### config.mk
export PLATFORM = sky130hd
export DESIGN_NAME = sparse_mac_block_p
export DESIGN_NICKNAME = d
export VERILOG_FILES = /design/src/rtl/sparse_mac_block_p.sv
export SDC_FILE = /design/constraint.sdc
export NUM_CORES = 2
export LEC_CHECK = 0
export BUFFER_PORTS_ARGS = -buffer_cell sky130_fd_sc_hd__buf_2
export CAP_MARGIN = 40
export CORE_MARGIN = 5
export CORE_UTILIZATION = 50
export CTS_BUF_LIST = sky130_fd_sc_hd__clkbuf_8 sky130_fd_sc_hd__clkbuf_16
export DETAILED_ROUTE_END_ITERATION = 6
export PLACE_DENSITY = 0.74
export REMOVE_ABC_BUFFERS = 1
export SLEW_MARGIN = 10
export SYNTH_ARGS = -nofsm -noshare
export SYNTH_HDL_FRONTEND = slang
export SYNTH_SLANG_ARGS = --single-unit
### constraint.sdc
create_clock -name clk -period 17.9 [get_ports clk]
set_input_delay 3.58 -clock clk [delete_from_list [all_inputs] [get_ports clk]]
set_output_delay 3.58 -clock clk [all_outputs]
set_load 0.01 [all_outputs]
### src/rtl/sparse_mac_block_p.sv
// Sparse dot-product engine. It latches one vector of activations, weights
// and a nonzero mask, then walks the mask MACS set bits per pass, starting
// from the lowest index. The result is held on a valid/ready output until it
// is consumed.
module sparse_mac_block_p #(
  parameter int N_ELEM   = 8,
  parameter int DATA_W   = 8,
  parameter int MACS     = 4,
  parameter int ACC_W    = 18,
  parameter int SATURATE = 1
) (
  input  logic                       clk,
  input  logic                       reset_async,
  input  logic                       in_valid,
  output logic                       in_ready,
  input  logic [N_ELEM-1:0]          in_mask,
  input  logic [N_ELEM*DATA_W-1:0]   in_act,
  input  logic [N_ELEM*DATA_W-1:0]   in_wgt,
  output logic                       out_valid,
  input  logic                       out_ready,
  output logic [ACC_W-1:0]           out_result,
  output logic                       out_sat,
  output logic [$clog2(N_ELEM+1)-1:0] out_nnz,
  output logic [$clog2(N_ELEM+1)-1:0] out_passes,
  output logic                       busy
);

  localparam int CW       = $clog2(N_ELEM+1);
  localparam int PW       = 2*DATA_W;
  localparam int ACC_FULL = 2*DATA_W + $clog2(N_ELEM) + 1;
  // One guard bit above the wider of the accumulator and the output keeps
  // the range test correct for any ACC_W.
  localparam int EXT      = ((ACC_W > ACC_FULL) ? ACC_W : ACC_FULL) + 1;

  localparam logic [CW-1:0]         MACS_C  = CW'(MACS);
  localparam logic signed [EXT-1:0] SAT_MAX = {{(EXT-ACC_W+1){1'b0}}, {(ACC_W-1){1'b1}}};
  localparam logic signed [EXT-1:0] SAT_MIN = ~SAT_MAX;

  typedef enum logic [1:0] {IDLE, RUN, DONE} state_t;

  state_t state, state_nxt;
  logic   accept;

  logic [N_ELEM-1:0]              rem_mask, rem_nxt, sel;
  logic [N_ELEM-1:0][CW-1:0]      rank;
  logic [N_ELEM-1:0][DATA_W-1:0]  act_r, wgt_r;
  logic [MACS-1:0][DATA_W-1:0]    slot_a, slot_b;
  logic [MACS-1:0]                slot_en;
  logic [MACS-1:0][PW-1:0]        prod;
  logic signed [ACC_FULL-1:0]     acc, acc_nxt;
  logic signed [EXT-1:0]          acc_ext;
  logic [CW-1:0]                  pass_cnt, nnz_r, in_nnz;
  logic [ACC_W-1:0]               res_nxt;
  logic                           sat_nxt;

  assign out_valid = (state == DONE);
  assign busy      = (state == RUN);

  // State register.
  always_ff @(posedge clk or posedge reset_async) begin
    if (reset_async) state <= IDLE;
    else             state <= state_nxt;
  end

  // Handshake and next state; a consumed result can be replaced on the same edge.
  always_comb begin
    state_nxt = state;
    in_ready  = (state == IDLE) || ((state == DONE) && out_ready);
    accept    = in_valid && in_ready;
    case (state)
      IDLE: if (accept) state_nxt = (in_mask == '0) ? DONE : RUN;
      RUN:  if (rem_nxt == '0) state_nxt = DONE;
      DONE: if (out_ready) begin
              if (in_valid) state_nxt = (in_mask == '0) ? DONE : RUN;
              else          state_nxt = IDLE;
            end
      default: state_nxt = IDLE;
    endcase
  end

  // Popcount of the incoming mask.
  always_comb begin
    in_nnz = '0;
    for (int i = 0; i < N_ELEM; i++) in_nnz = in_nnz + CW'(in_mask[i]);
  end

  // Rank each remaining set bit; the lowest MACS ranks are served this pass.
  always_comb begin
    logic [CW-1:0] cnt;
    cnt  = '0;
    sel  = '0;
    rank = '0;
    for (int i = 0; i < N_ELEM; i++) begin
      rank[i] = cnt;
      if (rem_mask[i]) begin
        if (cnt < MACS_C) sel[i] = 1'b1;
        cnt = cnt + 1'b1;
      end
    end
    rem_nxt = rem_mask & ~sel;
  end

  // Route the selected element of rank k onto multiplier slot k.
  always_comb begin
    slot_en = '0;
    slot_a  = '0;
    slot_b  = '0;
    for (int k = 0; k < MACS; k++) begin
      for (int i = 0; i < N_ELEM; i++) begin
        if (sel[i] && (rank[i] == CW'(k))) begin
          slot_en[k] = 1'b1;
          slot_a[k]  = act_r[i];
          slot_b[k]  = wgt_r[i];
        end
      end
    end
  end

  // One signed multiplier per slot; idle slots contribute zero.
  for (genvar g = 0; g < MACS; g++) begin : g_lane
    logic signed [PW-1:0] p;
    assign p       = $signed(slot_a[g]) * $signed(slot_b[g]);
    assign prod[g] = slot_en[g] ? p : '0;
  end

  // Sign-extend and add this pass's products to the running sum.
  always_comb begin
    acc_nxt = acc;
    for (int k = 0; k < MACS; k++)
      acc_nxt = acc_nxt + {{(ACC_FULL-PW){prod[k][PW-1]}}, prod[k]};
  end

  // Convert the final full-precision sum to the output width.
  always_comb begin
    acc_ext = {{(EXT-ACC_FULL){acc_nxt[ACC_FULL-1]}}, acc_nxt};
    sat_nxt = (acc_ext > SAT_MAX) || (acc_ext < SAT_MIN);
    res_nxt = acc_ext[ACC_W-1:0];
    if (SATURATE != 0) begin
      if (acc_ext > SAT_MAX)      res_nxt = SAT_MAX[ACC_W-1:0];
      else if (acc_ext < SAT_MIN) res_nxt = SAT_MIN[ACC_W-1:0];
    end
  end

  // Operand capture, pass iteration and output load.
  always_ff @(posedge clk or posedge reset_async) begin
    if (reset_async) begin
      act_r      <= '0;
      wgt_r      <= '0;
      rem_mask   <= '0;
      acc        <= '0;
      pass_cnt   <= '0;
      nnz_r      <= '0;
      out_result <= '0;
      out_sat    <= 1'b0;
      out_nnz    <= '0;
      out_passes <= '0;
    end else if (accept) begin
      act_r    <= in_act;
      wgt_r    <= in_wgt;
      rem_mask <= in_mask;
      acc      <= '0;
      pass_cnt <= '0;
      nnz_r    <= in_nnz;
      if (in_mask == '0) begin
        out_result <= '0;
        out_sat    <= 1'b0;
        out_nnz    <= '0;
        out_passes <= '0;
      end
    end else if (state == RUN) begin
      acc      <= acc_nxt;
      rem_mask <= rem_nxt;
      pass_cnt <= pass_cnt + 1'b1;
      if (rem_nxt == '0) begin
        out_result <= res_nxt;
        out_sat    <= sat_nxt;
        out_nnz    <= nnz_r;
        out_passes <= pass_cnt + 1'b1;
      end
    end
  end

endmodule

### Yosys cells after proc, flatten, opt, wreduce, memory -nomap -nowiden

Index checks and enable logic that the tools add are counted.

* output and inout port bits: 30
* input bits: 140
* bits in registers: 193
* word-level logic and storage cells: 273

* add/subtract/negate cells: 18
* mux-type cells: 142
* eq/ne operators: 27
* multipliers: 4
* bitwise gates (word level): 2
* magnitude comparators: 9
* reduce and logical (&&, ||, !) cells: 46

Operator list (number)
* 2-to-1 mux 8 bit: 60
* 2-to-1 mux 18 bit: 6
* adder 20 bit: 4
* multiplier 8 x 8 -> 16 bit: 4
* 2-to-1 mux 16 bit: 4
* 2-to-1 mux 4 bit: 15
* == test 4 x 2 -> 1 bit, second input constant: 14
* 2-to-1 mux 1 bit: 49
* 2-to-1 mux 20 bit: 2
* logical AND 1 bit: 30
* adder 4 x 1 -> 4 bit, second input constant: 7
* == test 4 x 1 -> 1 bit, second input constant: 7
* logical NOT 4 bit: 7
* less-than comparator 4 x 3 -> 1 bit, second input constant: 7
* greater-than comparator 20 x 18 -> 1 bit, second input constant: 1
* less-than comparator 20 x 18 -> 1 bit, second input constant: 1
* adder 4 x 1 -> 4 bit: 4
* logical NOT 8 bit: 2
* 2-to-1 mux 2 bit: 5
* AND 8 bit: 1
* NOT 8 bit: 1
* inequality test 2 x 1 -> 1 bit, second input constant: 3
* one-hot mux 2 bit (3 select lines): 1
* AND reduction 3 bit: 2
* other kinds (9): 11

### Logic depth before layout (Yosys ltp)

* word-level depth: 30
* mapped depth: 60
* gate-level depth less buffers: 54

### Worst setup path before layout

Ideal clock, no wire load.

* path kind: flip-flop to flip-flop
* start: register rem_mask[0]
* end: register out_result[4]
* data required time: 17.774 ns
* arrival: 12.237 ns
* buffers on the path: 5
* stages on the path, launching flop included: 56
* clock period less this slack: 12.363 ns
* slack: 5.537 ns
* setup time: 0.126 ns
* cell sequence: dfrtp_1 -> clkbuf_1 -> inv_1 -> fa_1 -> inv_1 -> ha_1 -> nand2b_1 -> a21boi_0 -> ha_1 -> nor2_1 -> nor2_1 -> inv_1 -> ha_1 -> nand2_1 -> o31ai_1 -> inv_1 -> ha_1 -> nand2_1 -> (+20 left out) -> xor2_1 -> a21oi_1 -> fa_1 -> inv_1 -> fa_1 -> fa_1 -> inv_1 -> ha_1 -> a21o_1 -> a21o_1 -> a21o_1 -> or3_1 -> o211ai_1 -> o21ai_0 -> and4_1 -> buf_2 -> buf_6 -> a221o_1

* cells in the longest elaborated chain, start to end: 30
* elaborated cells on any way between the ends: 202
* classes of those cells: 10 x add/sub; 4 x mul; 9 x order compare; 21 x eq/ne; 118 x mux; 2 x bitwise; 38 x reduce/logical

Ends and longest elaborated chain
* from (decl): line 44 `logic [N_ELEM-1:0] rem_mask, rem_nxt, sel;`
* from (signal assigned): line 160 `rem_mask <= in_mask;`
* from (signal assigned): line 172 `rem_mask <= rem_nxt;`
* 2-to-1 mux 1 bit: line 95 `if (rem_mask[i]) begin`
* adder 4 x 1 -> 4 bit: line 97 `cnt = cnt + 1'b1;`
* 2-to-1 mux 4 bit: line 95
* adder 4 x 1 -> 4 bit: line 97
* 2-to-1 mux 4 bit: line 95
* adder 4 x 1 -> 4 bit: line 97
* 2-to-1 mux 4 bit: line 95
* adder 4 x 1 -> 4 bit: line 97
* (+11 left out)
* 2-to-1 mux 16 bit: line 123 `assign prod[g] = slot_en[g] ? p : '0;`
* adder 20 bit (4 in a row): line 130 `acc_nxt = acc_nxt + {{(ACC_FULL-PW){prod[k][PW-1]}}, prod[k]};`
* less-than comparator 20 x 18 -> 1 bit: line 140 `else if (acc_ext < SAT_MIN) res_nxt = SAT_MIN[ACC_W-1:0];`
* 2-to-1 mux 18 bit: line 140
* 2-to-1 mux 18 bit: line 139 `if (acc_ext > SAT_MAX) res_nxt = SAT_MAX[ACC_W-1:0];`
* 2-to-1 mux 18 bit: line 174 `if (rem_nxt == '0) begin`
* 2-to-1 mux 18 bit: line 170 `end else if (state == RUN) begin`
* 2-to-1 mux 18 bit: line 157 `end else if (accept) begin`
* to (signal assigned): line 175 `out_result <= res_nxt;`
* to (decl): line 21 `output logic [ACC_W-1:0] out_result,`

Several ways; a longest one is shown, not always the timed one. The select of a mux whose other input is x is not followed.
A chain may end at the register's enable or synchronous reset.

### Worst setup path in the final report

* start: register rem_mask[0]
* end: register out_result[6]

The elaborated chain is that of the path after synthesis.

==> impl_metrics.env <==
export IMPL_status="finished, violations left"
export IMPL_violations="design-rule violations"
export IMPL_arrival_ps=15040
export IMPL_worst_setup_path_start_kind="register"
export IMPL_use_met1=0.435
export IMPL_setup_viol=0
export IMPL_drtAntennaViolNets=0
export IMPL_crit_path_end_kind="register"
export IMPL_slew_headroom=0.372
export IMPL_finalHoldViolations=0
export IMPL_yosysTopAreaCellShare=0.214
export IMPL_gp_congestion=1.11
export IMPL_fillCellCount=4859
export IMPL_dp_hpwl_mm=73.0
export IMPL_yosysUniqueCellTypes=79
export IMPL_yosysSeqAreaShare=0.184
export IMPL_viasPerCell=6.09
export IMPL_drc_errors=40
export IMPL_cp_max_fo=63
export IMPL_grt_pass1_wl_mm=140
export IMPL_vias=23442
export IMPL_period_share=0.820
export IMPL_io_pins=170
export IMPL_gr_usage_all_layers=0.320
export IMPL_drtIter0Drc=2719
export IMPL_root_buffer="clkbuf_16"
export IMPL_clk_latency_ps=510
export IMPL_syn_area_per_cell_um2=8.48
export IMPL_antenna_found_initial=2
export IMPL_synthCells=3095
export IMPL_wl_mm=91.2
export IMPL_synth_most_common_cell="nand2_1"
export IMPL_maxSlewViolCount=0
export IMPL_max_freq_ghz=0.0682
export IMPL_synth_edf_count=0
export IMPL_cts_hold_buf=0
export IMPL_grt_pass1_vias=23254
export IMPL_grt_ovfl_total=0
export IMPL_nets=3728
export IMPL_slowest_delay_ps=670
export IMPL_skew_ps=27.5
export IMPL_required_ps=18270
export IMPL_die_x_um=239
export IMPL_syn_area_um2=26200
export IMPL_grt_use_met2=0.476
export IMPL_yosysTopAreaCell="fa_1"
export IMPL_cts_tree="yes"
export IMPL_layout_drive_gt1_share=0.143
export IMPL_fin_crit_ps=14670
export IMPL_ys_ff_latch=193
export IMPL_clk_path_buf_depth=2
export IMPL_start_util=0.502
export IMPL_cts_setup_buffers=0
export IMPL_top_usage_layer="met2"
export IMPL_yosys_warnings=0
export IMPL_portBuffers=169
export IMPL_synthArstFlopShare=1.00
export IMPL_cts_num_sinks=193
export IMPL_drtPass1Iterations=7
export IMPL_wl_per_cell_um=23.7
export IMPL_ys_top_cells_by_count="569 x nand2_1, 429 x inv_1, 280 x fa_1"
export IMPL_cap_violations=0
export IMPL_grtUsageMet3=0.0969
export IMPL_die_y_um=239
export IMPL_setup_worst_path_class="reg -> reg"
export IMPL_postCtsResizedCells=0
export IMPL_cts_max_level=4
export IMPL_grt_max_degree=96
export IMPL_rows=84
export IMPL_dieArea_um2=57200
export IMPL_hold_worst_slack_ps=473
export IMPL_clkTransAtPathRegs_ps=70
export IMPL_cts_buffers=17
export IMPL_min_path_type="reg -> reg"
export IMPL_setup_tns_ps=0
export IMPL_synth_area_leaders="fa_1 21%, dfrtp_1 18%, nand2_1 8.1%, ha_1 7.6%, mux2_2 7.0%"
export IMPL_cp_slowest_cell="fa_1"
export IMPL_design_core_area_um2=52200
export IMPL_synth_flop_cell="dfrtp_1"
export IMPL_layout_area_overhead_vs_synth_pct=7.77
export IMPL_rsz0062_at_grt="no"
export IMPL_worst_pin_slew_ps=916
==> area by class of cell <==
class	instances	area, um^2	share of cell area
repair buffers	220	1270	0.0449
multi-input cells	2288	19100	0.676
clock inverters	14	156	0.00553
flip-flops and latches	193	4830	0.171
inverters	429	1620	0.0572
diodes	1	2.50	0.0000885
well taps	688	861	0.0304
clock buffers	18	439	0.0155
==> routing by layer <==
| metal | up-vias | part of all wire |
|---|---|---|
| met3 | 270 | 0.11 |
| met5 | - | 0.00019 |
| met2 | 1275 | 0.43 |
| met1 | 11337 | 0.40 |
| li1 | 10558 | - |
| met4 | 2 | 0.049 |
==> per-stage QoR <==
| stage | setup slack (ps) | cell area (um^2) | util | cells |
|---|---|---|---|---|
| after floorplan | 837 | 25500 | - | 2910 |
| after global placement | 3700 | 27600 | 0.528 | 3810 |
| after detailed placement | 3430 | 27700 | 0.530 | 3818 |
| after CTS | 3370 | 28300 | 0.541 | 3850 |
| after global routing | 2260 | 28300 | 0.541 | 3850 |
| final | 3230 | 28300 | 0.541 | 3851 |
==> cells in the final DEF, fill, tap and decap left out, drive strengths merged, types with 33 or more instances in the layout <==
cell type / n
a21oi: 81
a31oi: 33
buf: 220
dfrtp: 193
fa: 280
ha: 159
inv: 437
mux2: 165
mux2i: 38
nand2: 571
nand4: 52
nor2: 90
o211ai: 49
o21ai: 133
o22a: 44
o22ai: 139
xnor2: 59
==> sequential cells by signal, summed over array words and instances, names as in the netlist <==
| signal | count |
|---|---|
| acc | 20 |
| wgt_r | 64 |
| rem_mask | 8 |
| nnz_r | 4 |
| act_r | 64 |
| out_result | 18 |
| pass_cnt | 4 |
| out_sat | 1 |
| state | 2 |
| out_nnz | 4 |
| out_passes | 4 |
==> critical path, delay by kind of cell (launching register included) <==
family                     cells  cell delay, ps
xor gates and xnor gates       2             760
AOI/OAI and AO/OA             15            3660
DFF                            1             330
adders and majority gates     13            5620
muxes                          1             430
and+or+nand+nor                8            1800
buffers and inverters         11            1840
==> cells by family after synthesis <==
kind of cell,count (synthesis),synth area share
XOR/XNOR,90,0.0313
AO/OA/AOI/OAI,669,0.172
buffers and inverters,614,0.0914
AND/OR/NAND/NOR,887,0.147
adder cells (fa/ha/maj),439,0.289
multiplexers,203,0.0853
flip-flops,193,0.184
==> final timing paths <==
| path | from | to | slack, ps | cells past startpoint |
|---|---|---|---|---|
| min in group asynchronous | reset_async | nnz_r[2] | 3090 | 2 |
| max in group asynchronous | reset_async | wgt_r[61] | 13340 | 4 |
| worst min register to register | wgt_r[1] | wgt_r[1] | 470 | 2 |
| worst max-delay path | rem_mask[0] | out_result[6] | 3230 | 50 |
| worst max register to register | rem_mask[0] | out_result[6] | 3230 | 50 |
| worst min-delay path | wgt_r[1] | wgt_r[1] | 470 | 2 |
Power is left out: the tool's default activity adds up to more than one toggle a clock period on the data nets, which glitch-free logic cannot reach.
